==> src/rtl/hamming_serial_tx.sv <==
// Serial Hamming(7,4) transmitter: accepts a nibble on valid/ready, encodes it and shifts the
// codeword out LSB first, one bit per strobe_out pulse. Define HAMMING_PARITY_EN for SECDED framing.
module hamming_serial_tx #(
  parameter int unsigned GAP_CYCLES = 1
) (
  input  logic       clk,
  input  logic       rst_n,
  input  logic [3:0] in_data,
  input  logic       in_valid,
  output logic       in_ready,
  output logic       bit_out,
  output logic       strobe_out,
  output logic [7:0] code_word,
  output logic       busy,
  output logic       frame_done
);

  typedef enum logic [1:0] {
    IDLE = 2'd0,
    SEND = 2'd1,
    GAP  = 2'd2
  } state_e;

`ifdef HAMMING_PARITY_EN
  localparam logic [2:0] LAST_BIT = 3'd7;
`else
  localparam logic [2:0] LAST_BIT = 3'd6;
`endif

  // Terminal gap count; GAP is never entered when GAP_CYCLES is 0.
  localparam logic [3:0] GAP_LAST = (GAP_CYCLES == 0) ? 4'd0 : 4'(GAP_CYCLES - 1);

  state_e     state_q, state_d;
  logic [2:0] bit_idx_q, bit_idx_d;
  logic [3:0] gap_cnt_q, gap_cnt_d;
  logic [7:0] code_word_q, code_word_d;
  logic       last_bit_q, last_bit_d;
  logic       frame_done_q, frame_done_d;

  function automatic logic [7:0] encode(input logic [3:0] d);
    logic [7:0] cw;
    cw    = '0;
    cw[2] = d[0];
    cw[4] = d[1];
    cw[5] = d[2];
    cw[6] = d[3];
    cw[0] = d[0] ^ d[1] ^ d[3];
    cw[1] = d[0] ^ d[2] ^ d[3];
    cw[3] = d[1] ^ d[2] ^ d[3];
`ifdef HAMMING_PARITY_EN
    cw[7] = ^cw[6:0];
`endif
    return cw;
  endfunction

  always_comb begin
    // NOTE: every _d takes its _q value first so no path through this block infers a latch.
    state_d      = state_q;
    bit_idx_d    = bit_idx_q;
    gap_cnt_d    = gap_cnt_q;
    code_word_d  = code_word_q;
    last_bit_d   = last_bit_q;
    frame_done_d = 1'b0;

    unique case (state_q)
      IDLE: begin
        if (in_valid) begin
          code_word_d = encode(in_data);
          bit_idx_d   = 3'd0;
          gap_cnt_d   = 4'd0;
          state_d     = SEND;
        end
      end
      SEND: begin
        last_bit_d = code_word_q[bit_idx_q];
        if (bit_idx_q == LAST_BIT) begin
          state_d      = IDLE;
          frame_done_d = 1'b1;
        end else if (GAP_CYCLES == 0) begin
          bit_idx_d = bit_idx_q + 3'd1;
        end else begin
          state_d   = GAP;
          gap_cnt_d = 4'd0;
        end
      end
      GAP: begin
        if (gap_cnt_q == GAP_LAST) begin
          state_d   = SEND;
          bit_idx_d = bit_idx_q + 3'd1;
        end else begin
          gap_cnt_d = gap_cnt_q + 4'd1;
        end
      end
      default: state_d = IDLE;
    endcase
  end

  // NOTE: state flops use non-blocking assignments so all registers update from pre-edge values.
  always_ff @(posedge clk or negedge rst_n) begin
    if (!rst_n) begin
      state_q      <= IDLE;
      bit_idx_q    <= '0;
      gap_cnt_q    <= '0;
      code_word_q  <= '0;
      last_bit_q   <= 1'b0;
      frame_done_q <= 1'b0;
    end else begin
      state_q      <= state_d;
      bit_idx_q    <= bit_idx_d;
      gap_cnt_q    <= gap_cnt_d;
      code_word_q  <= code_word_d;
      last_bit_q   <= last_bit_d;
      frame_done_q <= frame_done_d;
    end
  end

  // Outputs decode from state so an asynchronous reset clears them immediately.
  assign in_ready   = (state_q == IDLE);
  assign strobe_out = (state_q == SEND);
  assign busy       = (state_q != IDLE);
  assign bit_out    = strobe_out ? code_word_q[bit_idx_q] : last_bit_q;
  assign code_word  = code_word_q;
  assign frame_done = frame_done_q;

endmodule

==> config.mk <==
export PLATFORM = sky130hd
export DESIGN_NAME = hamming_serial_tx
export DESIGN_NICKNAME = d
export VERILOG_FILES = /design/src/rtl/hamming_serial_tx.sv
export SDC_FILE = /design/constraint.sdc
export NUM_CORES = 1
export LEC_CHECK = 0
export BUFFER_PORTS_ARGS = -buffer_cell sky130_fd_sc_hd__buf_2
export CELL_PAD_IN_SITES_DETAIL_PLACEMENT = 2
export CELL_PAD_IN_SITES_GLOBAL_PLACEMENT = 2
export CORE_MARGIN = 2
export CORE_UTILIZATION = 36
export DETAILED_ROUTE_END_ITERATION = 10
export PLACE_DENSITY = 0.86
export REMOVE_ABC_BUFFERS = 1
export SETUP_SLACK_MARGIN = 0.2
export SYNTH_ARGS = -nofsm -noshare
export SYNTH_HDL_FRONTEND = slang
export SYNTH_SLANG_ARGS = --single-unit
export TNS_END_PERCENT = 100
==> constraint.sdc <==
create_clock -name clk -period 2.9 [get_ports clk]
set_input_delay 0 -clock clk [delete_from_list [all_inputs] [get_ports clk]]
set_output_delay 0 -clock clk [all_outputs]
set_load 0.1 [all_outputs]
-- After elaboration in Yosys (flattened, before gate mapping)
Index checks and enable logic that the tools add are counted.
- $add $sub $neg: 2
- multiply operators: 0
- div/mod/pow operators: 0
- $lt $le $gt $ge: 1
- equality and inequality tests: 7
- shifts and indexed selects: 0
- multiplexer cells: 16
- bitwise operators: 6
- reduce and logical (&&, ||, !) cells: 9
- operator list (kind ; count):
    two-way mux 4 bit ; 3
    case mux 4 bit (3 select lines) ; 1
    inequality test 2 bit (second input constant) ; 4
    two-way mux 2 bit ; 3
    two-way mux 3 bit ; 2
    case mux 2 bit (3 select lines) ; 1
    case mux 3 bit (2 select lines) ; 1
    XOR 1 bit ; 6
    adder 4 x 1 -> 4 bit (second input constant) ; 1
    zero test 4 bit ; 1
    < comparator 3 x 4 -> 1 bit (second input constant) ; 1
    two-way mux 1 bit ; 4
    AND reduction 2 bit ; 2
    AND reduction 4 bit ; 1
    nonzero test 2 bit ; 2
    adder 3 x 1 -> 3 bit (second input constant) ; 1
    binary-select mux 1 bit (select 3 bit) ; 1
    == test 3 bit (second input constant) ; 1
    AND reduction 3 bit ; 1
    nonzero test 3 bit ; 1
    == test 2 x 1 -> 1 bit (second input constant) ; 1
    == test 2 bit (second input constant) ; 1
    zero test 2 bit ; 1
- flip-flop bits (word level): 18
- bits in latches: 0
- bits in writable memories: 0
- ROM bits: 0
- bits of input ports: 7
- word-level logic and storage cells: 47
- memories kept: 0

-- Longest topological paths before layout
Gate-level depths: netlist of run 1.
- depth in word-level cells: 3
- depth in mapped cells: 6
- depth with buffers taken out: 6

-- Least setup slack after synthesis of run 1
No wires, ideal clock.
- kind: reg-to-reg
- start point: register code_word_q[6] (netlist: code_word[6])
- end point: register last_bit_q
- data arrival time: 2938 ps
- required time: 2626 ps
- slack: -312 ps
- stages on the path, launching flop included: 4
- period minus slack after synthesis: 3212 ps
- path through: dfrtp_1 mux2i_1 mux4_2 o21ai_1
- word-level cells in the longest chain between the ends: 3
- RTL lines (element ; line ; text):
    start: declaration ; 36 ; logic [7:0] code_word_q, code_word_d;
    start signal: assignment ; 111 ; code_word_q <= code_word_d;
    binary-select mux 1 bit (select 3 bit) ; -- ;
    two-way mux 1 bit (2 in a row) ; -- ;
    via bit_out ; 11 ; output logic bit_out,
    end signal: assignment ; 112 ; last_bit_q <= last_bit_d;
    end: declaration ; 37 ; logic last_bit_q, last_bit_d;
The timed path passes the listed nets, and every way through them passes these cells. The select of a mux whose other input is x is not followed.
A chain may end at the register's enable or synchronous reset.

-- Worst setup path after layout of run 1
- start point: register bit_idx_q[1]
- end point: output bit_out
- word-level cells in the longest chain between the ends: 3
- RTL lines (element ; line ; text):
    start: declaration ; 34 ; logic [2:0] bit_idx_q, bit_idx_d;
    start signal: assignment ; 109 ; bit_idx_q <= bit_idx_d;
    binary-select mux 1 bit (select 3 bit) ; 121 ; assign bit_out = strobe_out ? code_word_q[bit_idx_q] : last_bit_q;
    two-way mux 1 bit (implied by the code) ; 121 ;
    two-way mux 1 bit ; 121 ;
    end: declaration ; 11 ;
No other way between the ends. The select of a mux whose other input is x is not followed.

==> metrics.cfg, run 1 <==
[critical_path]
cp_max_fo=8
crit_path_cell_trace=nand2b_1 -> mux4_2 -> o21ai_1 -> buf_2
worstPathRequired_ns=2.90
cp-start-kind=flop
slowest_delay_ns=0.51
path_class=reg2out
end_kind=output pin
crit_slowest_cell=dfrtp_1
cp_data_arrival_time_ns=2.17

[synth]
synthArstFlopShare=1.00
synth-edff-count=0
synthTopCellsByArea=dfrtp_1 46%, ha_1 5.1%, mux2_4 4.6%, mux2i_1 3.0%, nand2_1 3.0%
syn-cell-area_um2=986
ys_warn_count=0
synth.top_cells.by_count=18 x dfrtp_1, 8 x nand2_1, 6 x inv_1
synth_largest_area_cell=dfrtp_1
synth_cell_types=33
synth_flop_cell=dfrtp_1
syn-instance-count=90
yosysMostFrequentCell=dfrtp_1
ys_ff_latch=18
synth.top_cell.area_share=0.457
ys_seq_area_frac=0.457
postSynthAreaPerCell_um2=11.0

[die]
die_y_um=56.3
initial_utilization=0.387
rows=18
die_w_um=56.3
ios=20
fp.dieArea_um2=3170
placeableCoreArea_um2=2540

[clock_network]
htreeDepth=1
clock_sinks=18
cts_tree=built
cts_max_path_buffers=2
cts_buffers=3
clk_pin_slew_ns=0.11
clk-insertion-delay-late_ns=0.31
post-cts-setup-buffers=0
post_cts_resized=0
clockRootBuffer=clkbuf_4
hold_buffers=6

[grt]
antenna_found_initial=0
grt_pass1_wl_um=4240
grt_max_degree=19
track_usage=0.177
overflow=0
first_global_vias=841

[route]
routed_wl_um=2400
ant_nets=0
vias=740
route.detailed.vias_per_inst=5.10
wl_per_cell_um=16.6
drt_pass1_iterations=2
route.detailed.drc=0
drt_iter0_markers=11

[final_layout]
multiInputGateArea_um2=489
final_area_um2=1190
instances_no_fill=145
seq_area_um2=450
fin_nets=127
synthToLayoutAreaGrowth_pct=20.7
fillers=269
insertedDiodeCount=0
drive_gt1_frac=0.296

[timing]
finalSetupViolCount=0
rsz0062_at_grt=false
min_period_ns=2.17
clock.fmax_mhz=462
finalCritPeriodShare=0.747
report.final.slew_viol_count=0
report.final.hold_viol_count=0
fin_skew_ns=0.00202
tns_ns=0

[place]
routabilityCongestion=0.704
placed_cell_area_um2=1090
hpwl_um=1710
placed_cells=135
numPortBuffers=18

[run_status]
status=finished clean

[job]
maxCapViolations=0

[worst_hold_path]
min_path_type=in2async

## metrics by stage
stage                util  hold slack, ns  setup slack [ns]
global route        0.468           0.177             0.622
finish              0.468           0.146             0.734
detailed placement  0.430         -0.0383              1.12
CTS                 0.468           0.149             0.758
floorplan               -          -0.296            -0.312
global placement    0.430         -0.0392              1.23
## sequential cells by signal (all words and copies together), names as in the netlist
name	flops
bit_idx_q	3
code_word	7
frame_done	1
state_q	2
gap_cnt_q	4
last_bit_q	1
## layout make-up
class / count / area share
Clock buffer: 4 / 0.0305
Inverter: 7 / 0.0221
Multi-Input combinational cell: 62 / 0.411
Sequential cell: 18 / 0.379
Tap cell: 30 / 0.0315
Timing Repair Buffer: 24 / 0.126
## cell families (layout without fill, tap and decap cells)
kind of cell | Yosys count | count (layout) | share of synthesized area
fa+ha+maj | 4 | 4 | 0.0508
other cells | 1 | 1 | 0.00380
buf+inv | 10 | 35 | 0.0469
compound gates | 17 | 17 | 0.114
xor+xnor | 6 | 6 | 0.0533
flops | 18 | 18 | 0.457
mux | 9 | 9 | 0.122
simple gates | 25 | 25 | 0.152
## path summary, 6_finish.rpt
path | slack (ns) | cells past startpoint | startpoint | to
worst max-delay path | 0.73 | 4 | bit_idx_q[1] | bit_out
worst min-delay path | 0.15 | 2 | rst_n | code_word[3]
worst max register to register | 1.20 | 6 | gap_cnt_q[0] | bit_idx_q[1]
worst min register to register | 0.52 | 2 | code_word[1] | code_word[1]
max in group asynchronous | 2.45 | 2 | rst_n | gap_cnt_q[2]
min in group clk | 0.46 | 3 | in_valid | bit_idx_q[2]
## critical path: cells and delay by family, from the launching register on
kind | cells | cell delay, ns
AOI/OAI and AO/OA | 1 | 0.20
buffers and inverters | 1 | 0.46
DFF | 1 | 0.51
muxes | 1 | 0.48
and+or+nand+nor | 1 | 0.21
## cells in the final DEF, fill, tap and decap left out, types with 2 or more instances in the layout
| cell | count |
|---|---|
| nand2_1 | 8 |
| dlygate4sd3_1 | 6 |
| nand3_1 | 2 |
| o21ai_1 | 4 |
| nand2b_1 | 2 |
| nand4_1 | 2 |
| dfrtp_1 | 18 |
| a21o_1 | 3 |
| clkbuf_4 | 3 |
| buf_2 | 18 |
| xor2_1 | 3 |
| inv_1 | 6 |
| mux2_4 | 3 |
| mux2i_1 | 3 |
| ha_1 | 4 |
| nor2_1 | 5 |
| xnor2_1 | 3 |
| a21oi_1 | 5 |
## per-layer routing
layer,track usage,vias up,share of wire
li1,-,352,-
met1,0.233,366,0.47
met2,0.274,16,0.47
met3,0.0507,6,0.038
met4,0.0714,0,0.024
met5,0,-,0
Power of run 1 is not shown: default switching activity piles up to over one toggle a cycle in this logic, so the estimate is an artifact.
==> inputs of run 2 (changes only) <==
--- a/config.mk
+++ b/config.mk
@@ -9,9 +9,9 @@
 export CELL_PAD_IN_SITES_DETAIL_PLACEMENT = 2
 export CELL_PAD_IN_SITES_GLOBAL_PLACEMENT = 2
 export CORE_MARGIN = 2
-export CORE_UTILIZATION = 36
+export CORE_UTILIZATION = 34
 export DETAILED_ROUTE_END_ITERATION = 10
-export PLACE_DENSITY = 0.86
+export PLACE_DENSITY = 0.82
 export REMOVE_ABC_BUFFERS = 1
 export SETUP_SLACK_MARGIN = 0.2
 export SYNTH_ARGS = -nofsm -noshare
==> constraint.sdc (replaced) <==
create_clock -name clk -period 2.2 [get_ports clk]
set_input_delay 0 -clock clk [delete_from_list [all_inputs] [get_ports clk]]
set_output_delay 0 -clock clk [all_outputs]
set_load 0.1 [all_outputs]
==> run 2 against run 1 <==
Net effect:
- critical path depth stayed put
- routed wire length fell by 5.0%
- sequential share of layout area grew 0.27 points
- non-clock buffer count is the same
- count of clock-buffer cells in the layout down 1
- utilization decreased by 3.8 points
- hold slack gained 0.017 ns
- worst setup slack lost 0.42 ns
- critical path type unchanged
==> metrics.cfg, run 2 (synthesis gave the netlist of run 1 again) <==
[grt]
grt_max_degree=19  ; unchanged
antenna_found_initial=0  ; unchanged
track_usage=0.163  ; -0.0139
first_global_vias=842  ; +0.12%
grt_pass1_wl_um=4100  ; -3.4%
overflow=0  ; unchanged

[clock_network]
cts_tree=built
post-cts-setup-buffers=0  ; unchanged
clk_pin_slew_ns=0.10  ; about the same
clock_sinks=18  ; unchanged
cts_buffers=3  ; unchanged
htreeDepth=1  ; unchanged
clockRootBuffer=clkbuf_4
cts_max_path_buffers=2  ; unchanged
clk-insertion-delay-late_ns=0.30  ; about the same

[timing]
fin_skew_ns=0.00571  ; +0.00368 ns
finalCritPeriodShare=0.859
tns_ns=0  ; unchanged
clock.fmax_mhz=529
holdWs_ns=0.163  ; +0.0174 ns
finalSetupViolCount=0  ; unchanged
report.final.hold_viol_count=0  ; unchanged
report.final.slew_viol_count=0  ; unchanged
rsz0062_at_grt=false
min_period_ns=1.89

[final_layout]
multiInputGateArea_um2=489  ; unchanged
final_area_um2=1180  ; -0.42%
synthToLayoutAreaGrowth_pct=20.2
seq_area_um2=452  ; +0.28%
largest_reg_flops=7  ; unchanged
final_cell_mix=17 x dfrtp_1, 17 x buf_2, 8 x nand2_1
fin_nets=127  ; unchanged
utilization=0.430  ; -0.0379
fillers=298  ; +11%
insertedDiodeCount=0  ; unchanged
drive_gt1_frac=0.298  ; +0.00259

[route]
drt_pass1_iterations=2  ; unchanged
drt_iter0_markers=6  ; -5
ant_nets=0  ; unchanged
routed_wl_um=2280  ; -5.0%
route.detailed.vias_per_inst=5.10  ; unchanged
route.detailed.drc=0  ; unchanged
vias=740  ; unchanged
wl_per_cell_um=15.7  ; -5.0%

[die]
rows=19  ; +1
die_y_um=57.9  ; +2.7%
die_w_um=57.9  ; +2.7%
initial_utilization=0.358  ; -0.0299
fp.dieArea_um2=3350  ; +5.5%
ios=20  ; unchanged
placeableCoreArea_um2=2760  ; +8.4%

[critical_path]
cp_data_arrival_time_ns=1.89  ; -0.28 ns
cp-start-kind=flop
crit_slowest_cell=dfrtp_2
cp_max_fo=8  ; unchanged
worstPathRequired_ns=2.20  ; -0.70 ns
path_class=reg2out
slowest_delay_ns=0.48  ; -0.03 ns
crit_path_cell_trace=nand2b_1 -> mux4_2 -> o21ai_1 -> buf_6
end_kind=output pin

[run_status]
status=finished clean

[place]
numPortBuffers=18  ; unchanged
routabilityCongestion=0.713  ; +1.2%
hpwl_um=1800  ; +5.1%
placed_cell_area_um2=1090  ; +0.11%

[job]
maxCapViolations=0  ; unchanged

[worst_hold_path]
min_path_type=in2async

==> run 2: changes by cell type in the layout (fill, tap and decap cells not counted), sizes merged <==
cell,previous run,this run
clkbuf,4,3
==> run 2: metrics by stage <==
stage          std cells  setup WS [ns]
2_1_floorplan         87          -1.01
3_3_place_gp         136          0.529
3_5_place_dp         136          0.435
4_1_cts              145          0.219
5_1_grt              145          0.207
6_report             145          0.309
==> run 2: repair_timing <==
item	CTS	global route
hold buffers	6	0
endpoints found under the hold margin	23	0
setup endpoints to repair	1	1
pin swaps	0	0
resized for setup	1	2
==> run 2: worst paths after layout <==
kind                               from           end  slack, ns  cells after the start
min                               rst_n  bit_idx_q[0]       0.16                      2
min in group clk               in_valid  bit_idx_q[2]       0.45                      3
max reg2reg                gap_cnt_q[0]  bit_idx_q[1]       0.52                      6
min reg2reg                gap_cnt_q[0]  gap_cnt_q[0]       0.54                      1
max                        bit_idx_q[1]       bit_out       0.31                      4
max in group asynchronous         rst_n  bit_idx_q[1]       1.72                      2
==> run 2: final cells by class <==
| type | count | area share |
|---|---|---|
| Sequential cell | 18 | 0.381 |
| Tap cell | 31 | 0.0327 |
| Clock buffer | 3 | 0.0190 |
| Inverter | 7 | 0.0222 |
| Multi-Input combinational cell | 62 | 0.413 |
| Timing Repair Buffer | 24 | 0.132 |
==> run 2: worst max-delay path: cells and delay by family (launching register included) <==
kind | cells | cell delay, ns
flip-flops | 1 | 0.48
AO/OA/AOI/OAI | 1 | 0.22
buffers and inverters | 1 | 0.26
multiplexers | 1 | 0.46
AND/OR/NAND/NOR | 1 | 0.17
==> run 2: layer usage <==
| layer | global-route usage | wire length, um | vias to the layer above | part of all wire |
|---|---|---|---|---|
| met5 | 0 | 0 | - | 0 |
| met4 | 0.0797 | 44 | 0 | 0.019 |
| met3 | 0.0335 | 59 | 4 | 0.026 |
| met2 | 0.265 | 1140 | 15 | 0.50 |
| met1 | 0.207 | 1040 | 369 | 0.46 |
| li1 | - | - | 352 | - |
Power of run 2 is left out for the same reason.
==> inputs of run 3 (changes only) <==
==> constraint.sdc (replaced) <==
create_clock -name clk -period 2.2 [get_ports clk]
set_input_delay 0.11 -clock clk [delete_from_list [all_inputs] [get_ports clk]]
set_output_delay 0.11 -clock clk [all_outputs]
set_load 0.1 [all_outputs]
==> run 3 against run 2 <==
Net effect:
- count of clock-buffer cells in the layout unchanged
- first-iteration DRC count down 83%
- sequential cell count did not move
- routed wire length up 1.8%
- non-clock buffer count shrank 5
- clock skew increased by 0.0016 ns
- critical endpoint unchanged
- highest routed layer unchanged
==> metrics.cfg, run 3 (synthesis gave the netlist of run 1 again) <==
[place]
routabilityCongestion=0.721  ; +1.1%
placed_cells=136  ; unchanged
hpwl_um=1810  ; +0.53%
placed_cell_area_um2=1090  ; unchanged
numPortBuffers=18  ; unchanged

[critical_path]
worstPathRequired_ns=2.09  ; -0.11 ns
reg2reg_from=gap_cnt_q[0]
r2r-end=bit_idx_q[1]
cp_data_arrival_time_ns=1.83  ; -0.06 ns
crit_path_cell_trace=nand2b_1 -> mux4_2 -> o21ai_4 -> buf_12
crit_slowest_cell=dfrtp_2
worstRegToRegCells=6  ; unchanged
reg2reg_slack_ns=0.52  ; about the same
cp.buffers_inverters=1  ; unchanged
cp_max_fo=8  ; unchanged
path_class=reg2out
end_kind=output pin
cp-start-kind=flop
slowest_delay_ns=0.49  ; about the same
cp_top_family=flip-flops

[clock_network]
clock_sinks=18  ; unchanged
clockRootBuffer=clkbuf_4
post-cts-setup-buffers=0  ; unchanged
cts_tree=built
htreeDepth=1  ; unchanged
cts_max_path_buffers=2  ; unchanged
clk_pin_slew_ns=0.10  ; about the same
clk-insertion-delay-late_ns=0.30  ; about the same
cts_buffers=3  ; unchanged

[route]
drt_iter0_markers=1  ; -5
wl_per_cell_um=16.6  ; +5.4%
vias=718  ; -3.0%
drt_pass1_iterations=2  ; unchanged
route.detailed.drc=0  ; unchanged
routed_wl_um=2320  ; +1.8%
route.detailed.vias_per_inst=5.13  ; +0.49%
ant_nets=0  ; unchanged

[final_layout]
drive_gt1_frac=0.321  ; +0.0229
insertedDiodeCount=0  ; unchanged
fin_nets=122  ; -3.9%
final_area_um2=1150  ; -2.5%
final_cell_mix=17 x dfrtp_1, 17 x buf_2, 8 x nand2_1
instances_no_fill=140  ; -3.4%
largest_reg_flops=7  ; unchanged
synthToLayoutAreaGrowth_pct=17.1

[timing]
min_period_ns=1.94  ; +0.0517 ns
finalSetupViolCount=0  ; unchanged
fin_skew_ns=0.00733  ; +0.00162 ns
report.final.slew_viol_count=0  ; unchanged
finalCritPeriodShare=0.883  ; +0.0235
clock.fmax_mhz=515  ; -2.7%
rsz0062_at_grt=true
report.final.hold_viol_count=0  ; unchanged

[grt]
antenna_found_initial=0  ; unchanged
grt_pass1_wl_um=4240  ; +3.5%
grt_max_degree=19  ; unchanged
first_global_vias=899  ; +6.8%
overflow=0  ; unchanged
track_usage=0.172  ; +0.00897

[die]
placeableCoreArea_um2=2760  ; unchanged
die_w_um=57.9  ; unchanged
fp.dieArea_um2=3350  ; unchanged
rows=19  ; unchanged
initial_utilization=0.358  ; unchanged
ios=20  ; unchanged
die_y_um=57.9  ; unchanged

[run_status]
status=finished clean

[job]
maxCapViolations=0  ; unchanged

[worst_hold_path]
hold_end=bit_idx_q[2]
min_from=in_valid
hold_path_depth=2
min_path_type=in2reg

==> run 3: cell count changes in the layout (fill, tap and decap cells not counted) <==
cell and delta:
dlygate4sd3_1 -5, o21ai_1 -1, buf_6 -1, buf_12 +1, o21ai_4 +1
==> run 3: cell type report <==
class | instances | area [um^2]
Sequential cell | 18 | 452
Timing Repair Buffer | 19 | 115
Clock buffer | 3 | 22.5
Tap cell | 31 | 38.8
Multi-Input combinational cell | 62 | 500
Fill cell | 307 | 1600
Inverter | 7 | 26.3
==> run 3: timing repair <==
action | CTS | global route
hold buffers | 1 | 0
gates resized for setup | 4 | 3
endpoints found under the setup margin | 1 | 1
cloned | 0 | 0
endpoints found under the hold margin | 18 | 0
==> run 3: worst max path at each step <==
stage	slack [ns]	endpoint	startpoint	cells after the start
floorplan	-1.01	last_bit_q	code_word[6]	3
global placement	0.42	bit_out	bit_idx_q[1]	4
detailed placement	0.32	bit_out	bit_idx_q[1]	4
CTS	0.22	bit_out	bit_idx_q[1]	4
global route	0.19	bit_out	bit_idx_q[1]	4
finish	0.26	bit_out	bit_idx_q[1]	4
==> run 3: stage by stage <==
| stage | setup TNS, ns | util | hold WS, ns | setup slack, ns |
|---|---|---|---|---|
| after CTS | 0 | 0.413 | 0.00515 | 0.217 |
| after global placement | 0 | 0.397 | 0.0679 | 0.418 |
| after global routing | 0 | 0.419 | 0.0190 | 0.188 |
| after detailed placement | 0 | 0.397 | 0.0653 | 0.322 |
| final | 0 | 0.419 | 0.0126 | 0.258 |
| after floorplan | -2.37 | - | -0.186 | -1.01 |
==> run 3: per-layer routing <==
metal / up-vias / part of all wire / global-route usage
met5: - / 0 / 0
met4: 0 / 0.032 / 0.113
met3: 7 / 0.038 / 0.0491
met2: 16 / 0.50 / 0.287
met1: 355 / 0.43 / 0.191
li1: 340 / - / -
==> run 3: worst reg2reg max path, stage by stage, from the launching register on <==
cell and delay (ns):
dfrtp_1 0.42, inv_1 0.09, ha_1 0.16, nor3b_4 0.27
nand2_4 0.13, mux2_4 0.31, a32o_1 0.20
Power of run 3 is left out for the same reason.
